==> src/rtl/alu_multdiv_pkg.sv <==
// Shared types and constants for the signed 32-bit multiply/divide unit.
package multdiv_pkg;

  localparam int          MULT_ITERS = 16;
  localparam int          DIV_ITERS  = 32;
  localparam logic [31:0] INT_MIN    = 32'h8000_0000;

  typedef enum logic [1:0] {IDLE, MULT, DIV, DONE} state_e;

  typedef enum logic [2:0] {ZERO, PLUS1, PLUS2, MINUS1, MINUS2} booth_op_e;

endpackage

==> src/rtl/alu_multdiv_if.sv <==
// Execute-stage connection between pipeline control (master) and the mult/div unit (slave).
interface alu_multdiv_if #(
  parameter int WIDTH = 32
);
  logic [WIDTH-1:0] data_operandA;
  logic [WIDTH-1:0] data_operandB;
  logic             ctrl_MULT;
  logic             ctrl_DIV;
  logic [WIDTH-1:0] data_result;
  logic             data_exception;
  logic             data_resultRDY;
  logic             busy;

  modport master (
    output data_operandA, data_operandB, ctrl_MULT, ctrl_DIV,
    input  data_result, data_exception, data_resultRDY, busy
  );

  modport slave (
    input  data_operandA, data_operandB, ctrl_MULT, ctrl_DIV,
    output data_result, data_exception, data_resultRDY, busy
  );
endinterface

==> src/rtl/alu_multdiv_booth_recode.sv <==
// Radix-4 Booth recoder: three multiplier bits select 0, +-A or +-2A as a sign-extended addend.
module booth_recode
  import multdiv_pkg::*;
#(
  parameter int WIDTH = 32
) (
  input  logic        [2:0]       bits_i,
  input  logic signed [WIDTH-1:0] mcand_i,
  output booth_op_e               op_o,
  output logic signed [WIDTH+1:0] addend_o
);

  logic signed [WIDTH+1:0] a_ext;
  logic signed [WIDTH+1:0] a2_ext;

  // Two guard bits so that -2*INT_MIN is still representable.
  assign a_ext  = {{2{mcand_i[WIDTH-1]}}, mcand_i};
  assign a2_ext = a_ext <<< 1;

  always_comb begin
    op_o = ZERO;
    case (bits_i)
      3'b001, 3'b010: op_o = PLUS1;
      3'b011:         op_o = PLUS2;
      3'b100:         op_o = MINUS2;
      3'b101, 3'b110: op_o = MINUS1;
      default:        op_o = ZERO;
    endcase
  end

  always_comb begin
    addend_o = '0;
    case (op_o)
      PLUS1:   addend_o = a_ext;
      PLUS2:   addend_o = a2_ext;
      MINUS1:  addend_o = -a_ext;
      MINUS2:  addend_o = -a2_ext;
      default: addend_o = '0;
    endcase
  end

endmodule

==> src/rtl/alu_multdiv.sv <==
// Multicycle signed multiply (radix-4 Booth) / divide (non-restoring) unit with one-cycle ready pulse.
module alu_multdiv #(
  parameter int WIDTH      = 32,
  parameter int MULT_ITERS = WIDTH / 2,
  parameter int DIV_ITERS  = WIDTH
) (
  input  logic         clock,
  input  logic         reset_n,
  alu_multdiv_if.slave bus
);
  import multdiv_pkg::*;

  localparam int CNT_W = $clog2(DIV_ITERS + 1);

  state_e                  state_q, state_d;
  logic        [CNT_W-1:0] cnt_q, cnt_d;
  logic signed [WIDTH-1:0] mcand_q, mcand_d;
  logic      [2*WIDTH+1:0] prod_q, prod_d;
  logic signed [WIDTH+1:0] rem_q, rem_d;
  logic        [WIDTH-1:0] quo_q, quo_d;
  logic        [WIDTH-1:0] dvsr_q, dvsr_d;
  logic                    neg_q, neg_d;
  logic                    dz_q, dz_d;
  logic                    dovf_q, dovf_d;
  logic        [WIDTH-1:0] res_q, res_d;
  logic                    exc_q, exc_d;

  function automatic logic [WIDTH-1:0] magnitude(input logic signed [WIDTH-1:0] x);
    return x[WIDTH-1] ? WIDTH'(-x) : x;
  endfunction

  function automatic logic mul_overflow(input logic [2*WIDTH-1:0] p);
    return !((&p[2*WIDTH-1:WIDTH-1]) || !(|p[2*WIDTH-1:WIDTH-1]));
  endfunction

  function automatic logic [WIDTH-1:0] div_fixup(input logic [WIDTH-1:0] q,
                                                  input logic neg, input logic dz);
    if (dz) return '0;
    return neg ? WIDTH'(-q) : q;
  endfunction

  booth_op_e               booth_op;
  logic signed [WIDTH+1:0] addend;
  logic signed [WIDTH+1:0] acc_ext, acc_sum;
  logic      [2*WIDTH+1:0] prod_step;
  logic      [2*WIDTH-1:0] product;
  logic signed [WIDTH+1:0] rem_shift, rem_step;
  logic        [WIDTH-1:0] quo_step;

  booth_recode #(.WIDTH(WIDTH)) u_booth (
    .bits_i   (prod_q[2:0]),
    .mcand_i  (mcand_q),
    .op_o     (booth_op),
    .addend_o (addend)
  );

  // Register layout {acc[WIDTH:0], multiplier, guard}; add into acc then arithmetic shift by 2.
  assign acc_ext   = {prod_q[2*WIDTH+1], prod_q[2*WIDTH+1:WIDTH+1]};
  assign acc_sum   = (booth_op == ZERO) ? acc_ext : acc_ext + addend;
  assign prod_step = {acc_sum[WIDTH+1], acc_sum, prod_q[WIDTH:2]};
  assign product   = prod_q[2*WIDTH:1];

  assign rem_shift = {rem_q[WIDTH:0], quo_q[WIDTH-1]};
  assign rem_step  = rem_q[WIDTH+1] ? rem_shift + {2'b00, dvsr_q} : rem_shift - {2'b00, dvsr_q};
  assign quo_step  = {quo_q[WIDTH-2:0], ~rem_step[WIDTH+1]};

  always_comb begin
    state_d = state_q;
    cnt_d   = cnt_q;
    mcand_d = mcand_q;
    prod_d  = prod_q;
    rem_d   = rem_q;
    quo_d   = quo_q;
    dvsr_d  = dvsr_q;
    neg_d   = neg_q;
    dz_d    = dz_q;
    dovf_d  = dovf_q;
    res_d   = res_q;
    exc_d   = exc_q;
    if (bus.ctrl_MULT || bus.ctrl_DIV) begin
      state_d = bus.ctrl_MULT ? MULT : DIV;
      cnt_d   = '0;
      mcand_d = bus.data_operandA;
      prod_d  = {{(WIDTH+1){1'b0}}, bus.data_operandB, 1'b0};
      rem_d   = '0;
      quo_d   = magnitude(bus.data_operandA);
      dvsr_d  = magnitude(bus.data_operandB);
      neg_d   = bus.data_operandA[WIDTH-1] ^ bus.data_operandB[WIDTH-1];
      dz_d    = (bus.data_operandB == '0);
      dovf_d  = (bus.data_operandB == '0) ||
                ((bus.data_operandA == INT_MIN) && (bus.data_operandB == '1));
    end else begin
      case (state_q)
        MULT: begin
          if (cnt_q == CNT_W'(MULT_ITERS)) begin
            state_d = DONE;
            res_d   = product[WIDTH-1:0];
            exc_d   = mul_overflow(product);
          end else begin
            prod_d = prod_step;
            cnt_d  = cnt_q + 1'b1;
          end
        end
        DIV: begin
          if (cnt_q == CNT_W'(DIV_ITERS)) begin
            state_d = DONE;
            res_d   = div_fixup(quo_q, neg_q, dz_q);
            exc_d   = dovf_q;
          end else begin
            rem_d = rem_step;
            quo_d = quo_step;
            cnt_d = cnt_q + 1'b1;
          end
        end
        DONE:    state_d = IDLE;
        default: state_d = IDLE;
      endcase
    end
  end

  always_ff @(posedge clock) begin
    if (!reset_n) begin
      state_q <= IDLE;
      cnt_q   <= '0;
      mcand_q <= '0;
      prod_q  <= '0;
      rem_q   <= '0;
      quo_q   <= '0;
      dvsr_q  <= '0;
      neg_q   <= 1'b0;
      dz_q    <= 1'b0;
      dovf_q  <= 1'b0;
      res_q   <= '0;
      exc_q   <= 1'b0;
    end else begin
      state_q <= state_d;
      cnt_q   <= cnt_d;
      mcand_q <= mcand_d;
      prod_q  <= prod_d;
      rem_q   <= rem_d;
      quo_q   <= quo_d;
      dvsr_q  <= dvsr_d;
      neg_q   <= neg_d;
      dz_q    <= dz_d;
      dovf_q  <= dovf_d;
      res_q   <= res_d;
      exc_q   <= exc_d;
    end
  end

  assign bus.data_result    = res_q;
  assign bus.data_exception = exc_q;
  assign bus.data_resultRDY = (state_q == DONE);
  assign bus.busy           = (state_q == MULT) || (state_q == DIV);

endmodule

==> src/flat_wrapper.sv <==
// flat-port wrapper written by rule: the top's interface ports become plain ports
module alu_multdiv_flat import multdiv_pkg::*;
#(
  parameter int WIDTH      = 32,
  parameter int MULT_ITERS = WIDTH / 2,
  parameter int DIV_ITERS  = WIDTH
)
  (clock, reset_n, bus_data_operandA, bus_data_operandB, bus_ctrl_MULT, bus_ctrl_DIV, bus_data_result, bus_data_exception, bus_data_resultRDY, bus_busy);
  alu_multdiv_if #(.WIDTH(WIDTH)) bus_i ();
  input  logic clock;
  input  logic reset_n;
  input wire logic [$bits(bus_i.data_operandA)-1:0] bus_data_operandA;
  input wire logic [$bits(bus_i.data_operandB)-1:0] bus_data_operandB;
  input wire logic [$bits(bus_i.ctrl_MULT)-1:0] bus_ctrl_MULT;
  input wire logic [$bits(bus_i.ctrl_DIV)-1:0] bus_ctrl_DIV;
  output wire logic [$bits(bus_i.data_result)-1:0] bus_data_result;
  output wire logic [$bits(bus_i.data_exception)-1:0] bus_data_exception;
  output wire logic [$bits(bus_i.data_resultRDY)-1:0] bus_data_resultRDY;
  output wire logic [$bits(bus_i.busy)-1:0] bus_busy;
  assign bus_i.data_operandA = bus_data_operandA;
  assign bus_i.data_operandB = bus_data_operandB;
  assign bus_i.ctrl_MULT = bus_ctrl_MULT;
  assign bus_i.ctrl_DIV = bus_ctrl_DIV;
  assign bus_data_result = bus_i.data_result;
  assign bus_data_exception = bus_i.data_exception;
  assign bus_data_resultRDY = bus_i.data_resultRDY;
  assign bus_busy = bus_i.busy;
  alu_multdiv #(.WIDTH(WIDTH), .MULT_ITERS(MULT_ITERS), .DIV_ITERS(DIV_ITERS)) u_core (.clock(clock), .reset_n(reset_n), .bus(bus_i));
endmodule
==> config.mk <==
export PLATFORM = sky130hd
export DESIGN_NAME = alu_multdiv_flat
export DESIGN_NICKNAME = d
export VERILOG_FILES = /design/src/rtl/alu_multdiv_pkg.sv /design/src/rtl/alu_multdiv_if.sv /design/src/rtl/alu_multdiv_booth_recode.sv /design/src/rtl/alu_multdiv.sv /design/src/flat_wrapper.sv
export SDC_FILE = /design/constraint.sdc
export NUM_CORES = 1
export LEC_CHECK = 0
export BUFFER_PORTS_ARGS = -buffer_cell sky130_fd_sc_hd__buf_2
export CAP_MARGIN = 25
export CORE_MARGIN = 5
export CORE_UTILIZATION = 35
export DETAILED_ROUTE_END_ITERATION = 10
export GPL_TIMING_DRIVEN = 0
export SYNTH_ARGS = -nofsm -noshare
export SYNTH_HDL_FRONTEND = slang
export SYNTH_SLANG_ARGS = --single-unit
==> constraint.sdc <==
create_clock -name clock -period 6.96 [get_ports clock]
set_clock_uncertainty 0.2 [all_clocks]
set_input_delay 1.392 -clock clock [delete_from_list [all_inputs] [get_ports clock]]
set_output_delay 1.392 -clock clock [all_outputs]
set_load 0.1 [all_outputs]
== Word level (Yosys, flattened, before mapping) ==
Index checks and enable logic that the tools add are counted.

* Add/subtract/negate cells: 9
* Equal/unequal tests: 25
* Mux-type cells: 33
* Bitwise logic cells: 6
* Reductions and logical operators: 24

{| class="wikitable"
|+ Operators by type and width
! cell !! count
|-
| 32-bit two-way mux || 10
|-
| 34-bit one-hot mux with 4 select lines || 1
|-
| 33-bit two-way mux || 3
|-
| 32-bit negator || 3
|-
| 34-bit two-way mux || 2
|-
| 32-bit equality test (second input constant) || 2
|-
| 32-bit one-hot mux with 2 select lines || 1
|-
| 32-bit by 34-bit adder with 34-bit output || 1
|-
| 34-bit by 32-bit adder with 34-bit output || 1
|-
| 32-bit negator with 34-bit output || 1
|-
| 33-bit negator with 34-bit output || 1
|-
| 34-bit by 32-bit subtractor with 34-bit output || 1
|-
| 33-bit AND reduction || 1
|-
| 33-bit OR reduction || 1
|-
| 32-bit zero test || 1
|-
| 3-bit by 2-bit equality test with 1-bit output (second input constant) || 4
|-
| 3-bit equality test (second input constant) || 4
|-
| 6-bit two-way mux || 2
|-
| 3-bit one-hot mux with 4 select lines || 1
|-
| 6-bit one-hot mux with 2 select lines || 1
|-
| 2-bit AND reduction || 5
|-
| 2-bit two-way mux || 4
|-
| 2-bit by 1-bit != test with 1-bit output (second input constant) || 4
|-
| 6-bit by 1-bit adder with 6-bit output (second input constant) || 1
|-
| other kinds (20) || 41
|}

* Register bits after elaboration: 239

== Longest topological paths before layout ==
* Depth in word-level cells: 10
* Gate-level depth with buffers: 21

== Modules after synthesis ==
From an unflattened synthesis, not the netlist that was laid out.

* Cells, all modules: 2371
* Area, all modules: 17829.6 um^2

{| class="wikitable"
|+ Modules (own cells, without submodules)
! module !! instances !! cells each !! area each (um^2) !! sequential area each (um^2)
|-
| alu_multdiv || 1 || 2041 || 15798.9 || 4784.6
|-
| booth_recode || 1 || 330 || 2030.7 || 0.0
|}

== Worst setup path before layout ==
No wires, ideal clock.

* Path type: register -> register
* From: register u_core.mcand_q[0]
* To: register u_core.prod_q[54]
* Setup time: 0.137 ns
* Data arrival time: 5.549 ns
* Data required time: 6.623 ns
* Path slack: 1.074 ns
* Cell stages (with the launch flop): 22
* Path buffers: 0
* Cells stage by stage: dfxtp_1 > inv_1 > ha_1 > or3b_2 > nor3_1 > nand2_1 > or4b_2 > nor3_1 > nor2_1 > xor2_1 > a22oi_1 > o21ai_0 > ha_1 > a21o_1 > a21o_1 > a21oi_1 > or4b_2 > o31ai_1 > o21ai_0 > a311oi_1 > a2bb2oi_1 > a211oi_1

* Longest elaborated chain between the ends: 4
* Elaborated cells on any way between the ends: 5
* Those cells by class: add/sub: 3; mux: 2

{| class="wikitable"
|+ RTL lines
! element !! line !! RTL
|-
| start, declared || alu_multdiv.sv:17 || <nowiki>logic signed [WIDTH-1:0] mcand_q, mcand_d;</nowiki>
|-
| start signal, assigned || alu_multdiv.sv:138 || <nowiki>mcand_q <= mcand_d;</nowiki>
|-
| 33-bit negator with 34-bit output / 32-bit negator with 34-bit output (equally long branches) || alu_multdiv_booth_recode.sv:37, alu_multdiv_booth_recode.sv:36 ||
|-
| 34-bit one-hot mux with 4 select lines * || alu_multdiv_booth_recode.sv:33 || <nowiki>case (op_o)</nowiki>
|-
| 32-bit by 34-bit adder with 34-bit output * || alu_multdiv.sv:59 || <nowiki>assign acc_sum = (booth_op == ZERO) ? acc_ext : acc_ext + addend;</nowiki>
|-
| 34-bit two-way mux * || alu_multdiv.sv:59 ||
|-
| end signal, assigned || alu_multdiv.sv:139 || <nowiki>prod_q <= prod_d;</nowiki>
|-
| end, declared || alu_multdiv.sv:18 || <nowiki>logic [2*WIDTH+1:0] prod_q, prod_d;</nowiki>
|}

Every way passes the cells marked *; elsewhere a longest branch is shown, timed or not.
A chain may end at the register's enable or synchronous reset.

== Final worst setup path ==
Same ends and word-level chain as after synthesis.

==> flow_summary_export.csv <==
group,metric,value,unit
timing,setup_ws,0.5048,ns
cts,htree_levels,1,
drt,wl_per_cell,20.32,um
drt,drc_errors,0,
synthesis,synth_cells,2368,
placed_design,place_area,18620,um2
floorplanning,core_region_area,48850,um2
timing,finalCritPeriodShare,92.75,%
cts,cts_sinks,239,
floorplanning,pin_count,103,
critical_path,arrival,6.65,ns
power_and_ir_drop,p_total,4.185,mW
synthesis,syn_area,17260,um2
synthesis,synthTopCellsByCount,"nand2_1, nor2_1, dfxtp_1, a21oi_1, clkbuf_1",
grt,antenna_found_initial,5,
synthesis,synth.area.top_cells,"dfxtp_1, nand2_1, nor2_1",
critical_path,crit_fanout,7,
drt,via_per_inst,5.803,
floorplanning,die_h,232.1,um
synthesis,synth.avg_cell_area,7.290,um2
timing,period_minus_slack,6.455,ns
cts,clock_latency,0.57,ns
placed_design,hpwl,50340,um
placed_design,place_congestion,0.9347,
synthesis,yosys.cell_count.top_type,"nand2_1",
cts,cts_root_buf,"clkbuf_16",
synthesis,synth_mux_area_share,0.9350,%
grt,grt_max_degree,14,
floorplanning,row_count,81,
critical_path,startpoint_type,"register",
floorplanning,dieArea,53860,um2
finish,area_delta_synth_final,13.68,%
synthesis,synth-simple-area-share,24.51,%
synthesis,synth_top_area_cell,"dfxtp_1",
timing,hold_violations,0,
timing,setup_viol,0,
critical_path,crit_type,"register to register",
job,max-cap-violations,0,
timing,tightest_slew,1.086,ns
grt,grt_pass1_wl,99120,um
critical_path,cp_top_family,"simple AND/OR/NAND/NOR gates",
power_and_ir_drop,ir_worst_vdd,163.1,uV
power_and_ir_drop,power_density,213.3,nW/um2
timing,finalSetupTns,0,ns
critical_path,crit_path_max_incr_delay,0.73,ns
grt,first_global_vias,17060,
finish,design_area,19620,um2
grt,grt_usage,22.89,%
timing,slew_headroom,27.63,%
synthesis,syn_nets,2515,
floorplanning,die_x,232.1,um
drt,drtIter0Drc,1818,
power_and_ir_drop,power_leakage,7.570,nW
cts,path_clk_slew,0.07,ns
hold_path,min_path_type,"register to register",
grt,gr-total-overflow,0,
cts,cts_buffer_depth,3,
critical_path,cpMaxStageDelayCell,"or4b_2",
synthesis,synth_compound_area_share,25.90,%
synthesis,synth_edf_count,0,
cts,hold_buffers,0,
synthesis,synth_cell_types,73,
synthesis,async_reset_ff_share,0,%
synthesis,synthFlopType,"dfxtp_1",
timing,fmax,0.1549,GHz
placed_design,portBuffers,100,
critical_path,worstPathCellList,"inv_1, ha_1, or3b_2, nor3_4, nand2_1, or4b_2, nor3_1, nor2_1, xor2_1, a22oi_1, o21ai_1, ha_1, a21o_1, a21o_1, a21oi_1, or4b_2, o31ai_2, o21ai_0, a311oi_1, a2bb2oi_1, a211oi_1",
critical_path,crit_buf_inv,1,
drt,drtPass1Iterations,5,
cts,cts_made_buffers,28,
synthesis,netlist.area_leader.share,27.72,%
status,status,"completed",
floorplanning,start_util,35.34,%
timing,finalMaxSlewViolations,0,
synthesis,synth_xor_area_share,10.55,%
drt,wirelength,64830,um
finish,num-nets-final,2649,
synthesis,synth-seq-cells,239,
synthesis,synth_top_family_by_area,"compound AO/OA/AOI/OAI gates",
finish,final_layout_size_suffix_gt1_share,7.333,%
finish,fill_cells,5150,
cts,cts_tree,"built",
synthesis,ys_seq_area_share,27.72,%
timing,rsz0062_at_grt,"no",
critical_path,cp_data_required_time,7.16,ns
synthesis,ys_warn_count,0,
drt,via_count,18510,
drt,ant_nets,0,
critical_path,endpoint_kind,"register",
placed_design,pre_cts_slack,-0.09468,ns
synthesis,synth_fa_ha_area_share,5.813,%
==> final cells by class <==
class | instances | area, um2 | share of cell area [%]
multi-input combinational | 1920 | 11710 | 59.69
sequential | 239 | 4785 | 24.38
tap | 664 | 830.8 | 4.234
clock buffer | 36 | 802.0 | 4.087
buffer | 166 | 626.9 | 3.194
timing repair buffer | 104 | 530.5 | 2.703
clock inverter | 15 | 167.7 | 0.8544
inverter | 43 | 161.4 | 0.8225
antenna | 3 | 7.507 | 0.03826
==> cells by family after synthesis <==
family                   Yosys count
flip-flops                       239
AO/OA/AOI/OAI                    683
multiplexers                      16
adder cells (fa/ha/maj)           79
buffers and inverters            209
AND/OR/NAND/NOR                  934
XOR/XNOR                         208
==> flip-flops by register name, summed over array words and instances (netlist names) <==
signal                     flops
u_core.bus.data_exception      1
u_core.bus.data_result        32
u_core.cnt_q                   6
u_core.dovf_q                  1
u_core.dvsr_q                 32
u_core.dz_q                    1
u_core.mcand_q                32
u_core.neg_q                   1
u_core.prod_q                 65
u_core.quo_q                  32
u_core.rem_q                  34
u_core.state_q                 2
==> final timing paths <==
kind	startpoint	end	slack, ns	depth (start not counted)
worst max-delay path	u_core.mcand_q[0]	u_core.prod_q[54]	0.50	21
worst min-delay path	u_core.rem_q[12]	u_core.rem_q[12]	0.26	2
worst max register to register	u_core.mcand_q[0]	u_core.prod_q[54]	0.50	21
worst min register to register	u_core.rem_q[12]	u_core.rem_q[12]	0.26	2
==> report_power, final <==
part | switching, mW | internal, mW
logic | 0.723 | 0.344
clock network | 0.653 | 0.924
registers | 0.0961 | 1.45
total | 1.47 | 2.71
==> placed cells by master, fill, tap and decap left out, types with 24 or more instances in the layout <==
| cell type | netlist | final |
|---|---|---|
| a22oi_1 | 24 | 24 |
| clkbuf_1 | 157 | 159 |
| dfxtp_1 | 239 | 239 |
| a311oi_1 | 58 | 58 |
| nand3_1 | 39 | 39 |
| nor2_1 | 258 | 258 |
| nor3_1 | 66 | 65 |
| buf_2 | 0 | 100 |
| nand2_1 | 373 | 373 |
| a21oi_1 | 189 | 189 |
| o21ai_0 | 143 | 142 |
| a221oi_1 | 34 | 34 |
| clkbuf_16 | 0 | 29 |
| a21o_1 | 44 | 44 |
| ha_1 | 77 | 77 |
| inv_1 | 42 | 42 |
| xnor2_1 | 102 | 102 |
| nand4_1 | 34 | 34 |
| o31ai_1 | 29 | 28 |
| xor2_1 | 106 | 106 |
| or3_1 | 37 | 37 |
| a211oi_1 | 42 | 42 |
| nor4_1 | 28 | 27 |
==> layer usage <==
layer  global-route usage (%)  vias up  part of all wire (%)
li1                         -     8827                     -
met1                    31.92     8844                    45
met2                    37.01      701                    45
met3                    3.033      132                   7.2
met4                    6.905        6                   3.3
met5                        0        -                 0.063
==> worst reg2reg max path: cells and delay by family (launching register included) <==
family	cells	cell delay, ns
AND/OR/NAND/NOR	7	2.70
AO/OA/AOI/OAI	10	2.21
adder cells (fa/ha/maj)	2	0.55
flip-flops	1	0.34
XOR/XNOR	1	0.20
buffers and inverters	1	0.08
==> metrics by stage <==
stage               hold slack (ns)  util, %  std cells
global route                 0.2869    40.17       3189
finish                       0.2626    40.17       3190
global placement             0.2446    38.06       3132
floorplan                    0.2362        -       2368
CTS                          0.2649    40.10       3185
detailed placement           0.2515    38.11       3134
==> timing repair <==
| action | 4_1_cts | 5_1_grt |
|---|---|---|
| endpoints found under the setup margin | 1 | 5 |
| gates resized for setup | 1 | 3 |
| gates cloned | 0 | 0 |
| buffers inserted | 0 | 0 |
(Power assumes the default switching activity.)
